[config.mk]
export PLATFORM = sky130hd
export DESIGN_NAME = apb_slave_regfile
export DESIGN_NICKNAME = d
export VERILOG_FILES = /design/src/rtl/apb_slave_regfile.sv
export SDC_FILE = /design/constraint.sdc
export NUM_CORES = 1
export LEC_CHECK = 0
export BUFFER_PORTS_ARGS = -buffer_cell sky130_fd_sc_hd__buf_2
export CORE_MARGIN = 1.5
export CORE_UTILIZATION = 42
export DETAILED_ROUTE_END_ITERATION = 6
export SETUP_SLACK_MARGIN = 0.05
export SLEW_MARGIN = 20
export SYNTH_ARGS = -nofsm -noshare
export SYNTH_HDL_FRONTEND = slang
export SYNTH_SLANG_ARGS = --single-unit
[constraint.sdc]
create_clock -name clk -period 2.6 [get_ports clk]
set_input_delay 0.52 -clock clk [delete_from_list [all_inputs] [get_ports clk]]
set_output_delay 0.52 -clock clk [all_outputs]
set_load 0.05 [all_outputs]
[src/rtl/apb_slave_regfile.sv]
// -----------------------------------------------------------------------------
// apb_slave_regfile
//   APB completer for the 8-bit APB fabric. Decodes a window of NUM_REGS byte
//   registers starting at BASE_ADDR. The top offset (NUM_REGS-1) is a read-only
//   ID register returning ID_VALUE; all lower offsets are read/write. Writes
//   commit on the clock edge that ends the pready cycle. Out-of-window
//   accesses and writes to the ID register complete with pslverr=1.
//
//   Optional feature macro: APB_SLV_WAIT_EN
//     defined   : WAIT state and 4-bit wait counter are built, and WAIT_CYCLES
//                 wait states are inserted before pready.
//     undefined : no wait logic; every transfer completes with zero wait
//                 states whatever WAIT_CYCLES is set to.
//
// Ports
//   clk      in   rising-edge clock
//   resetn   in   synchronous active-low reset
//   psel     in   slave select
//   penable  in   access phase indicator
//   pwrite   in   1 = write, 0 = read
//   paddr    in   [ADDR_W] transfer address
//   pwdata   in   [DATA_W] write data
//   prdata   out  [DATA_W] read data, zero unless pready
//   pready   out  transfer complete (one-cycle pulse)
//   pslverr  out  error response, zero unless pready
// -----------------------------------------------------------------------------
module apb_slave_regfile #(
    parameter int unsigned          ADDR_W      = 8,
    parameter int unsigned          DATA_W      = 8,
    parameter logic [ADDR_W-1:0]    BASE_ADDR   = '0,
    parameter int unsigned          NUM_REGS    = 16,
    parameter logic [DATA_W-1:0]    ID_VALUE    = DATA_W'(8'hA5),
    parameter int unsigned          WAIT_CYCLES = 0
) (
    input  logic              clk,
    input  logic              resetn,
    input  logic              psel,
    input  logic              penable,
    input  logic              pwrite,
    input  logic [ADDR_W-1:0] paddr,
    input  logic [DATA_W-1:0] pwdata,
    output logic [DATA_W-1:0] prdata,
    output logic              pready,
    output logic              pslverr
);

    localparam int unsigned       IDX_W  = $clog2(NUM_REGS);
    localparam logic [IDX_W-1:0]  ID_IDX = IDX_W'(NUM_REGS - 1);

`ifdef APB_SLV_WAIT_EN
    localparam logic [3:0] WAIT_LD = 4'(WAIT_CYCLES);
`else
    // Wait states compiled out: the parameter is accepted but forced to zero.
    localparam logic [3:0] WAIT_LD = 4'(WAIT_CYCLES) & 4'h0;
`endif

    typedef enum logic [1:0] {
        IDLE   = 2'd0,
        ACCESS = 2'd1,
        WAIT   = 2'd2
    } state_e;

    state_e              state_q, state_d;
    logic [IDX_W-1:0]    idx_q, idx_d;
    logic                wr_q, wr_d;
    logic                valid_q, valid_d;
    logic [DATA_W-1:0]   wdata_q, wdata_d;
    logic                pready_q, pready_d;
    logic                pslverr_q, pslverr_d;
    logic [DATA_W-1:0]   prdata_q, prdata_d;
    logic [DATA_W-1:0]   regs_q [NUM_REGS];

`ifdef APB_SLV_WAIT_EN
    logic [3:0]          cnt_q, cnt_d;
`endif

    // Setup-phase address decode (modulo ADDR_W subtraction).
    logic [ADDR_W-1:0]   setup_off;
    logic                setup_valid;
    assign setup_off   = paddr - BASE_ADDR;
    assign setup_valid = ({1'b0, setup_off} < (ADDR_W + 1)'(NUM_REGS));

    // Response source: live setup decode when completing straight from IDLE,
    // captured transfer otherwise.
    logic                rsp_en;
    logic [IDX_W-1:0]    rsp_idx;
    logic                rsp_wr;
    logic                rsp_valid;

    // Next-state, capture and registered-response logic.
    always_comb begin
        state_d   = state_q;
        idx_d     = idx_q;
        wr_d      = wr_q;
        valid_d   = valid_q;
        wdata_d   = wdata_q;
        pready_d  = 1'b0;
        pslverr_d = 1'b0;
        prdata_d  = '0;
        rsp_en    = 1'b0;
        rsp_idx   = idx_q;
        rsp_wr    = wr_q;
        rsp_valid = valid_q;
`ifdef APB_SLV_WAIT_EN
        cnt_d     = cnt_q;
`endif

        case (state_q)
            IDLE: begin
                // psel with penable but no prior setup is ignored.
                if (psel && !penable) begin
                    idx_d     = setup_off[IDX_W-1:0];
                    wr_d      = pwrite;
                    valid_d   = setup_valid;
                    wdata_d   = pwdata;
                    rsp_idx   = setup_off[IDX_W-1:0];
                    rsp_wr    = pwrite;
                    rsp_valid = setup_valid;
                    if (WAIT_LD != 4'd0) begin
`ifdef APB_SLV_WAIT_EN
                        state_d = WAIT;
                        cnt_d   = WAIT_LD;
`endif
                    end else begin
                        state_d = ACCESS;
                        rsp_en  = 1'b1;
                    end
                end
            end
            ACCESS: begin
                state_d = IDLE;
            end
`ifdef APB_SLV_WAIT_EN
            WAIT: begin
                // Master abandoning the transfer wins over the counter.
                cnt_d = cnt_q - 4'd1;
                if (!psel) begin
                    state_d = IDLE;
                end else if (cnt_q <= 4'd1) begin
                    state_d = ACCESS;
                    rsp_en  = 1'b1;
                end
            end
`endif
            default: begin
                state_d = IDLE;
            end
        endcase

        if (rsp_en) begin
            pready_d  = 1'b1;
            pslverr_d = !rsp_valid || (rsp_wr && (rsp_idx == ID_IDX));
            if (!rsp_wr && rsp_valid) begin
                prdata_d = (rsp_idx == ID_IDX) ? ID_VALUE : regs_q[rsp_idx];
            end
        end
    end

    // State, capture, response and register array.
    always_ff @(posedge clk) begin
        if (!resetn) begin
            state_q   <= IDLE;
            idx_q     <= '0;
            wr_q      <= 1'b0;
            valid_q   <= 1'b0;
            wdata_q   <= '0;
            pready_q  <= 1'b0;
            pslverr_q <= 1'b0;
            prdata_q  <= '0;
            for (int i = 0; i < int'(NUM_REGS); i++) begin
                regs_q[i] <= '0;
            end
`ifdef APB_SLV_WAIT_EN
            cnt_q     <= '0;
`endif
        end else begin
            state_q   <= state_d;
            idx_q     <= idx_d;
            wr_q      <= wr_d;
            valid_q   <= valid_d;
            wdata_q   <= wdata_d;
            pready_q  <= pready_d;
            pslverr_q <= pslverr_d;
            prdata_q  <= prdata_d;
`ifdef APB_SLV_WAIT_EN
            cnt_q     <= cnt_d;
`endif
            // Commit on the edge that ends the pready cycle.
            if ((state_q == ACCESS) && wr_q && valid_q && (idx_q != ID_IDX)) begin
                regs_q[idx_q] <= wdata_q;
            end
        end
    end

    assign prdata  = prdata_q;
    assign pready  = pready_q;
    assign pslverr = pslverr_q;

endmodule

Word-level counts from Yosys, hierarchy flattened

Memory sizes are Yosys's and may differ from the RTL's.
Index checks and enable logic that the tools add are counted.

Memories kept: 1
Register bits: 25
Bits in writable memories: 128
Bits of input ports: 21

Memory list:

| name   | words | bits a word | rd ports | clocked after memory_dff | write ports | line | text |
|---|---|---|---|---|---|---|---|
| regs_q | 16    | 8           | 1        | 0                        | 16          | 71   | `logic [DATA_W-1:0] regs_q [NUM_REGS];` |

Eq/ne operators: 2
Multiplexer cells: 17
Bitwise operators: 3
Reductions and logical operators: 17
Magnitude comparators: 1

Operator list:

| kind                                                                 | count |
|---|---|
| 8-bit two-way mux                                                    | 2 |
| 1-bit two-way mux                                                    | 12 |
| 4-bit two-way mux                                                    | 3 |
| 8-bit by 5-bit < comparator with 1-bit output, second input constant | 1 |
| 8-bit OR reduction                                                   | 1 |
| 1-bit logical AND                                                    | 6 |
| 2-bit AND reduction                                                  | 3 |
| 4-bit equality test, second input constant                           | 1 |
| 4-bit inequality test, second input constant                         | 1 |
| 4-bit OR reduction                                                   | 1 |
| 1-bit logical NOT                                                    | 3 |
| 1-bit inverter                                                       | 3 |
| 3-bit AND reduction                                                  | 1 |
| 2-bit logical NOT                                                    | 1 |
| 1-bit logical OR                                                     | 1 |

Depth between registers and ports, before layout

Gate-level depths: netlist of run 1.

Word-level depth: 8
Depth in mapped cells: 9
Gate-level depth less buffers: 6

Worst setup path after synthesis of run 1

OpenSTA, ideal clock, no wires.

Path type: input to register
Start point: input port penable
End point: register prdata_q[5], in the netlist prdata[5]
Cell stages on the path: 7
Path buffers: 1
Setup slack: 0.396 ns
Arrival: 2.085 ns
Cell sequence: nor3b_2 > buf_6 > mux2i_4 > mux2_1 > o221ai_1 > o221ai_1 > o31a_1

Longest elaborated chain between the ends: 7
Elaborated cells on any way between the ends: 16
Classes of those cells: eq/ne (1); mux (9); reduce/logical (5); memory (1)

RTL lines:

| element                                                   | line | text |
|---|---|---|
| start: declaration                                        | 38   | `input logic penable,` |
| 1-bit logical NOT *                                       | 111  | `if (psel && !penable) begin` |
| 1-bit logical AND *                                       | 111  |  |
| branches (longest 5 deep; another with memory 16 x 8 bit) | --   |  |
| end signal: assignment                                    | 184  | `prdata_q <= prdata_d;` |
| end: declaration                                          | 70   | `logic [DATA_W-1:0] prdata_q, prdata_d;` |

Every way passes the cells marked *.
A chain may end at the register's enable or synchronous reset.

Worst setup path after layout of run 1

Start point: register state_q[0]
End point: register prdata_q[0], in the netlist prdata[0]

Longest elaborated chain between the ends: 5
Elaborated cells on any way between the ends: 11
Classes of those cells: eq/ne (1); mux (5); reduce/logical (4); memory (1)

RTL lines:

| element                                                   | line | text |
|---|---|---|
| start: declaration                                        | 63   | `state_e state_q, state_d;` |
| start signal: assignment                                  | 177  | `state_q <= state_d;` |
| 2-bit logical NOT *                                       | 108  | `case (state_q)` |
| branches (longest 4 deep; another with memory 16 x 8 bit) | --   |  |

Marks and branches as above.

==> flow_summary.json, run 1 <==
{
  "outcome": "finished, final reports clean",
  "place_ws_ns": -0.0380,
  "maxSlewHeadroom_pct": 46.0,
  "cts_buffers": 17,
  "crit_required_ns": 2.91,
  "cts_setup_buffers": 0,
  "hold_viol": 0,
  "path_class": "reg2reg",
  "period_minus_slack_ns": 2.33,
  "internal_power_mw": 4.26,
  "rsz0062_at_grt": "no",
  "peakVddDrop_mv": 0.383,
  "yosysWarnings": 0,
  "tightest_slew_ns": 0.808,
  "portBuffers": 30,
  "vias": 4414,
  "clk_path_buf_depth": 2,
  "grt_antenna_before_repair": 0,
  "drtPass1Iterations": 5,
  "p_sw_share_pct": 22.1,
  "netlist_instances": 543,
  "hpwlAfterDp_mm": 11.5,
  "insertion_delay_ns": 0.43,
  "rows": 46,
  "cp_max_fo": 10,
  "path_clk_slew_ns": 0.06,
  "report.final.setup_viol": 0,
  "grt_start_max_net_pins": 25,
  "synth-edff-count": 124,
  "drive_above_1_share_pct": 19.3,
  "pwr-share-comb_pct": 6.6,
  "die-area_sq_mm": 0.0171,
  "fin_skew_ns": 0.00897,
  "routedWlPerCell_um": 20.1,
  "ys_seq_elements": 149,
  "hp-class": "in2reg",
  "synth_area_sq_mm": 0.00686,
  "cts_sinks": 149,
  "power_density_mw_per_mm2": 681,
  "slew_violations": 0,
  "clock.fmax_mhz": 429,
  "synth.distinct_cells": 43,
  "grt_pass1_vias": 4268,
  "h-tree-depth": 4,
  "die_h_um": 131,
  "power_mw": 5.47,
  "initial_utilization_pct": 43.0,
  "cp-start-kind": "flop",
  "synth_flop_cell": "edfxtp_1",
  "via_per_inst": 5.33,
  "async_flop_share_pct": 0,
  "power_frac_clock_pct": 43.5,
  "layout_setup_ws_ns": 0.267,
  "antenna_cells": 0,
  "ioPinCount": 31,
  "ant_nets": 0,
  "syn_avg_cell_area_sq_um": 12.6,
  "coreArea_sq_mm": 0.0159,
  "final_core_util_pct": 50.4,
  "die_w_um": 131,
  "ctsResizeCount": 0,
  "regToRegSetupSlack_ns": 0.27,
  "setup_tns_ns": 0,
  "holdWs_ns": 0.337,
  "drt_iter0_markers": 392,
  "area_growth_pct": 17.1,
  "gr-total-overflow": 0,
  "nets": 620,
  "clock-root-buffer": "clkbuf_16",
  "finalWirelength_mm": 16.6,
  "p_leak_nw": 3.18,
  "grt_pass1_wl_mm": 25.4,
  "cts_tree": "yes",
  "cp.arrival_ns": 2.64,
  "power_frac_seq_pct": 49.9,
  "worstSetupEndpointType": "flop",
  "grt_util_all_layers_pct": 21.0,
  "drcViolationCount": 0,
  "fin_crit_sh_pct": 89.7,
  "routabilityCongestion": 0.948,
  "drv_cap": 0,
  "p_switching_mw": 1.21,
  "ctsHoldBuffers": 0,
  "seq_area_frac_synth_pct": 61.6
}
[registers in the layout (all words and copies together), names as in the netlist]
register  cells
state_q       1
wdata_q       8
pready        1
regs_q      124
pslverr       1
idx_q         4
wr_q          1
valid_q       1
prdata        8
[cells in the mapped netlist, types with 2 or more instances]
library cell	number	share of area, %
nand2_1	46	2.5
o31a_1	4	0.51
mux2_2	4	0.66
mux4_2	12	3.9
nand3_1	10	0.73
dfxtp_1	25	7.3
o21ai_0	14	1.0
o22ai_1	14	1.3
nor3_1	4	0.29
o221ai_1	8	1.0
edfxtp_1	124	54
nor2_1	28	1.5
a21oi_1	17	1.2
and2_1	120	11
nand2b_1	8	0.73
inv_1	2	0.11
mux2_1	4	0.66
mux2i_1	41	6.0
clkbuf_1	21	1.1
nand3b_1	5	0.55
o211ai_1	2	0.22
buf_2	8	0.58
buf_4	2	0.22
[cell usage in the layout (no fill, tap or decap), types with 2 or more instances in the layout]
master      count
nand2b_1        8
conb_1          4
buf_12          2
clkbuf_1        3
mux2_1          4
and2_1        120
buf_4          35
mux2i_4         2
nor2_1         28
clkinvlp_4      3
bufinv_16       2
mux4_2         12
edfxtp_1      124
o211ai_1        2
a21oi_1        17
mux2i_1        40
mux2_2          4
o221ai_1        8
nand3_1        10
inv_1           2
o22ai_1        14
nand3b_1        5
buf_2          30
clkinv_2        5
nand2_1        46
nor3_1          4
o31a_1          4
o21ai_0        14
dfxtp_1        25
clkbuf_8        2
clkbuf_16      17
[routing by layer]
metal	GRT usage (%)	vias up	routed length (um)
li1	-	2079	-
met5	0	-	0
met4	7.50	0	280
met3	4.11	21	1180
met2	32.9	167	7660
met1	29.3	2147	7480
[path summary, 6_finish.rpt]
kind / depth (start not counted) / end / start
max: 6 / prdata[0] / state_q[0]
min reg2reg: 2 / wr_q / wr_q
max reg2reg: 6 / prdata[0] / state_q[0]
min: 3 / wdata_q[6] / pwdata[6]
[power by group through the flow]
stage	Sequential [mW]	Combinational [mW]	Clock (mW)
after floorplan	2.73	0.243	0
after global placement	2.78	0.353	0
after detailed placement	2.78	0.359	0
after CTS	2.73	0.361	2.41
after global routing	2.74	0.390	2.49
final	2.73	0.361	2.38
[cell type report]
| cell class | count | area (sq um) |
|---|---|---|
| clock buffers | 22 | 464 |
| clock inverters | 10 | 108 |
| fillers | 1392 | 7910 |
| inverters | 3 | 11.3 |
| multi-input cells | 361 | 2500 |
| flip-flops and latches | 149 | 4220 |
| well taps | 216 | 270 |
| repair buffers | 67 | 453 |
[cell families (layout without fill, tap and decap cells)]
| logic type | after synthesis | count (layout) | share of synthesized area (%) |
|---|---|---|---|
| AOI/OAI and AO/OA | 65 | 65 | 5.98 |
| other | 1 | 4 | 0.0547 |
| buffers and inverters | 36 | 102 | 2.33 |
| DFF | 149 | 149 | 61.6 |
| muxes | 63 | 63 | 11.8 |
| and+or+nand+nor | 229 | 229 | 18.3 |
[worst max-delay path, stage by stage (launching register included)]
cell      delay [ns]
dfxtp_1         0.34
nor3b_4         0.42
mux2i_4         0.43
buf_4           0.27
mux2i_1         0.29
o221ai_1        0.17
o31a_1          0.31
[through the flow]
step                instances  cell area [sq um]
floorplan                 546               6870
global placement          796               7460
detailed placement        796               7460
CTS                       828               8040
global route              828               8040
finish                    828               8040
No activity file was read; power rests on OpenSTA's default activity.
==> inputs of run 2 (changes only) <==
- CORE_ASPECT_RATIO: default -> 1.2
- clock period: 2.6 -> 2.05 ns (I/O delays scaled with it)
==> run 2 against run 1 <==
Compared with the run above:
- the flow now finishes with violations (setup timing)
- sequential share of layout area fell by 4.0 points
- hold slack got worse by 0.12 ns
- sequential power rose by 27%
- power rose by 38%
- sequential cell count did not move
- critical path type unchanged
- largest power group is now clock
==> flow_summary.json, run 2 (synthesized netlist as in run 1, its figures left out) <==
{
  "place_inst": 819,
  "ioPinCount": 31,
  "slew_violations": 0,
  "report.final.setup_viol": 2,
  "rows": 51,
  "grt_pass1_wl_mm": 26.4,
  "via_per_inst": 5.29,
  "drv_cap": 0,
  "hp-class": "in2reg",
  "path_class": "reg2reg",
  "die-area_sq_mm": 0.0171,
  "rsz0062_at_grt": "yes",
  "setup_tns_ns": -0.00645,
  "cp_top_family": "multiplexers",
  "internal_power_mw": 5.94,
  "r2r_start": "state_q[0]",
  "grt_util_all_layers_pct": 21.6,
  "stdcell_count": 860,
  "cp_slowest_stage_delay_ns": 0.33,
  "hold_viol": 0,
  "outcome": "finished with violations",
  "crit_required_ns": 2.35,
  "antenna_cells": 0,
  "p_switching_mw": 1.62,
  "worstHoldStart": "pwdata[3]",
  "power_frac_seq_pct": 45.7,
  "clock.fmax_mhz": 487,
  "portBuffers": 30,
  "drtPass1Iterations": 6,
  "finalWirelength_mm": 17.6,
  "path_buf_inv": 3,
  "final_core_util_pct": 54.1,
  "initial_utilization_pct": 42.7,
  "cts_tree": "yes",
  "routedWlPerCell_um": 20.4,
  "fin_crit_sh_pct": 100,
  "power_frac_clock_pct": 46.2,
  "violations": "setup timing",
  "drt_iter0_markers": 209,
  "critPathSlowestCell": "dfxtp_2",
  "cp.arrival_ns": 2.35,
  "coreArea_sq_mm": 0.0161,
  "cts_sinks": 149,
  "cts_buffers": 17,
  "ant_nets": 0,
  "die_h_um": 143,
  "reg2reg_to": "prdata[4]",
  "insertion_delay_ns": 0.42,
  "fillers": 1372,
  "layout_setup_ws_ns": -0.00547,
  "pwr-share-comb_pct": 8.1,
  "routabilityCongestion": 0.851,
  "p_sw_share_pct": 21.4,
  "gr-total-overflow": 0,
  "area_growth_pct": 26.9,
  "final_cell_mix": "edfxtp_1, and2_1, buf_4",
  "holdWs_ns": 0.220,
  "drive_above_1_share_pct": 27.8,
  "p_leak_nw": 3.45,
  "vias": 4550,
  "regToRegSetupSlack_ns": -0.005,
  "hpwlAfterDp_mm": 12.2,
  "largest_reg_flops": 124,
  "h-tree-depth": 4,
  "grt_pass1_vias": 4550,
  "worstHoldEndpoint": "wdata_q[3]",
  "cp_cell_sequence": "nor3b_4 > buf_12 > mux2i_4 > buf_12 > buf_4 > mux2i_1 > a221oi_1 > a21oi_1 > o211ai_1",
  "peakVddDrop_mv": 0.468,
  "tightest_slew_ns": 0.836,
  "worst_r2r_path_depth": 9,
  "die_w_um": 120,
  "fin_skew_ns": 0.00673,
  "clk_path_buf_depth": 2,
  "path_clk_slew_ns": 0.06,
  "cp_max_fo": 12,
  "power_density_mw_per_mm2": 869,
  "final_common_cell": "edfxtp_1",
  "grt_start_max_net_pins": 21,
  "hold_depth": 3,
  "regMostFlops": "regs_q",
  "drcViolationCount": 0,
  "grt_antenna_before_repair": 0,
  "power_mw": 7.56,
  "cp-start-kind": "flop",
  "fin_area_sq_mm": 0.00870,
  "period_minus_slack_ns": 2.06,
  "worstSetupEndpointType": "flop",
  "path_common_cell": "buf_12",
  "clock-root-buffer": "clkbuf_16",
  "nets": 656,
  "place_ws_ns": -0.302,
  "placed_area_sq_mm": 0.00779,
  "maxSlewHeadroom_pct": 44.2
}
[run 2: cell types whose count changed in the layout (fill, tap and decap cells not counted), sizes merged]
cell	before	now
mux2	8	9
clkbuf	22	19
clkinv	6	5
inv	2	3
clkinvlp	3	2
buf	67	101
bufbuf	0	1
bufinv	2	6
[run 2: final cells by class]
type                            count  area [sq um]  area share, %
Clock buffer                       19           433           4.97
Inverter                            3          11.3          0.129
Multi-Input combinational cell    362          2690           30.9
Tap cell                          212           265           3.05
Clock inverter                     13           229           2.63
Sequential cell                   149          4230           48.5
Timing Repair Buffer              102           848           9.75
[run 2: layer usage]
layer / global-route usage, % / wire length (um) / up-vias
li1: - / - / 2164
met1: 26.0 / 7250 / 2268
met2: 38.6 / 9400 / 92
met3: 3.23 / 508 / 26
met4: 9.71 / 420 / 0
met5: 0 / 0 / -
[run 2: worst register-to-register path: cells and delay by family (launching register included)]
kind	cells	cell delay, ns
mux	2	0.52
buf+inv	3	0.47
compound gates	3	0.40
flops	1	0.33
simple gates	1	0.22
[run 2: timing repair]
| action | 4_1_cts | 5_1_grt |
|---|---|---|
| cloned | 1 | 1 |
| resized for setup | 16 | 14 |
| endpoints found under the setup margin | 8 | 16 |
| pin swaps | 1 | 1 |
| setup buffers | 3 | 4 |
| hold buffers | 0 | 0 |
[run 2: worst max path at each step]
| stage | to | slack (ns) | cells past startpoint | start |
|---|---|---|---|---|
| 2_1_floorplan | prdata[5] | 0.008 | 7 | penable |
| 3_3_place_gp | prdata[5] | -0.26 | 8 | penable |
| 3_5_place_dp | prdata[5] | -0.30 | 8 | penable |
| 4_1_cts | prdata[7] | -0.03 | 8 | state_q[0] |
| 5_1_grt | prdata[4] | -0.11 | 9 | state_q[0] |
| 6_report | prdata[4] | -0.005 | 9 | state_q[0] |
[run 2: power groups by stage]
stage	Sequential (mW)	Combinational (mW)	Clock (mW)
2_1_floorplan	3.47	0.322	0
3_3_place_gp	3.51	0.531	0
3_5_place_dp	3.52	0.539	0
4_1_cts	3.46	0.586	3.52
5_1_grt	3.47	0.653	3.64
6_report	3.46	0.615	3.49
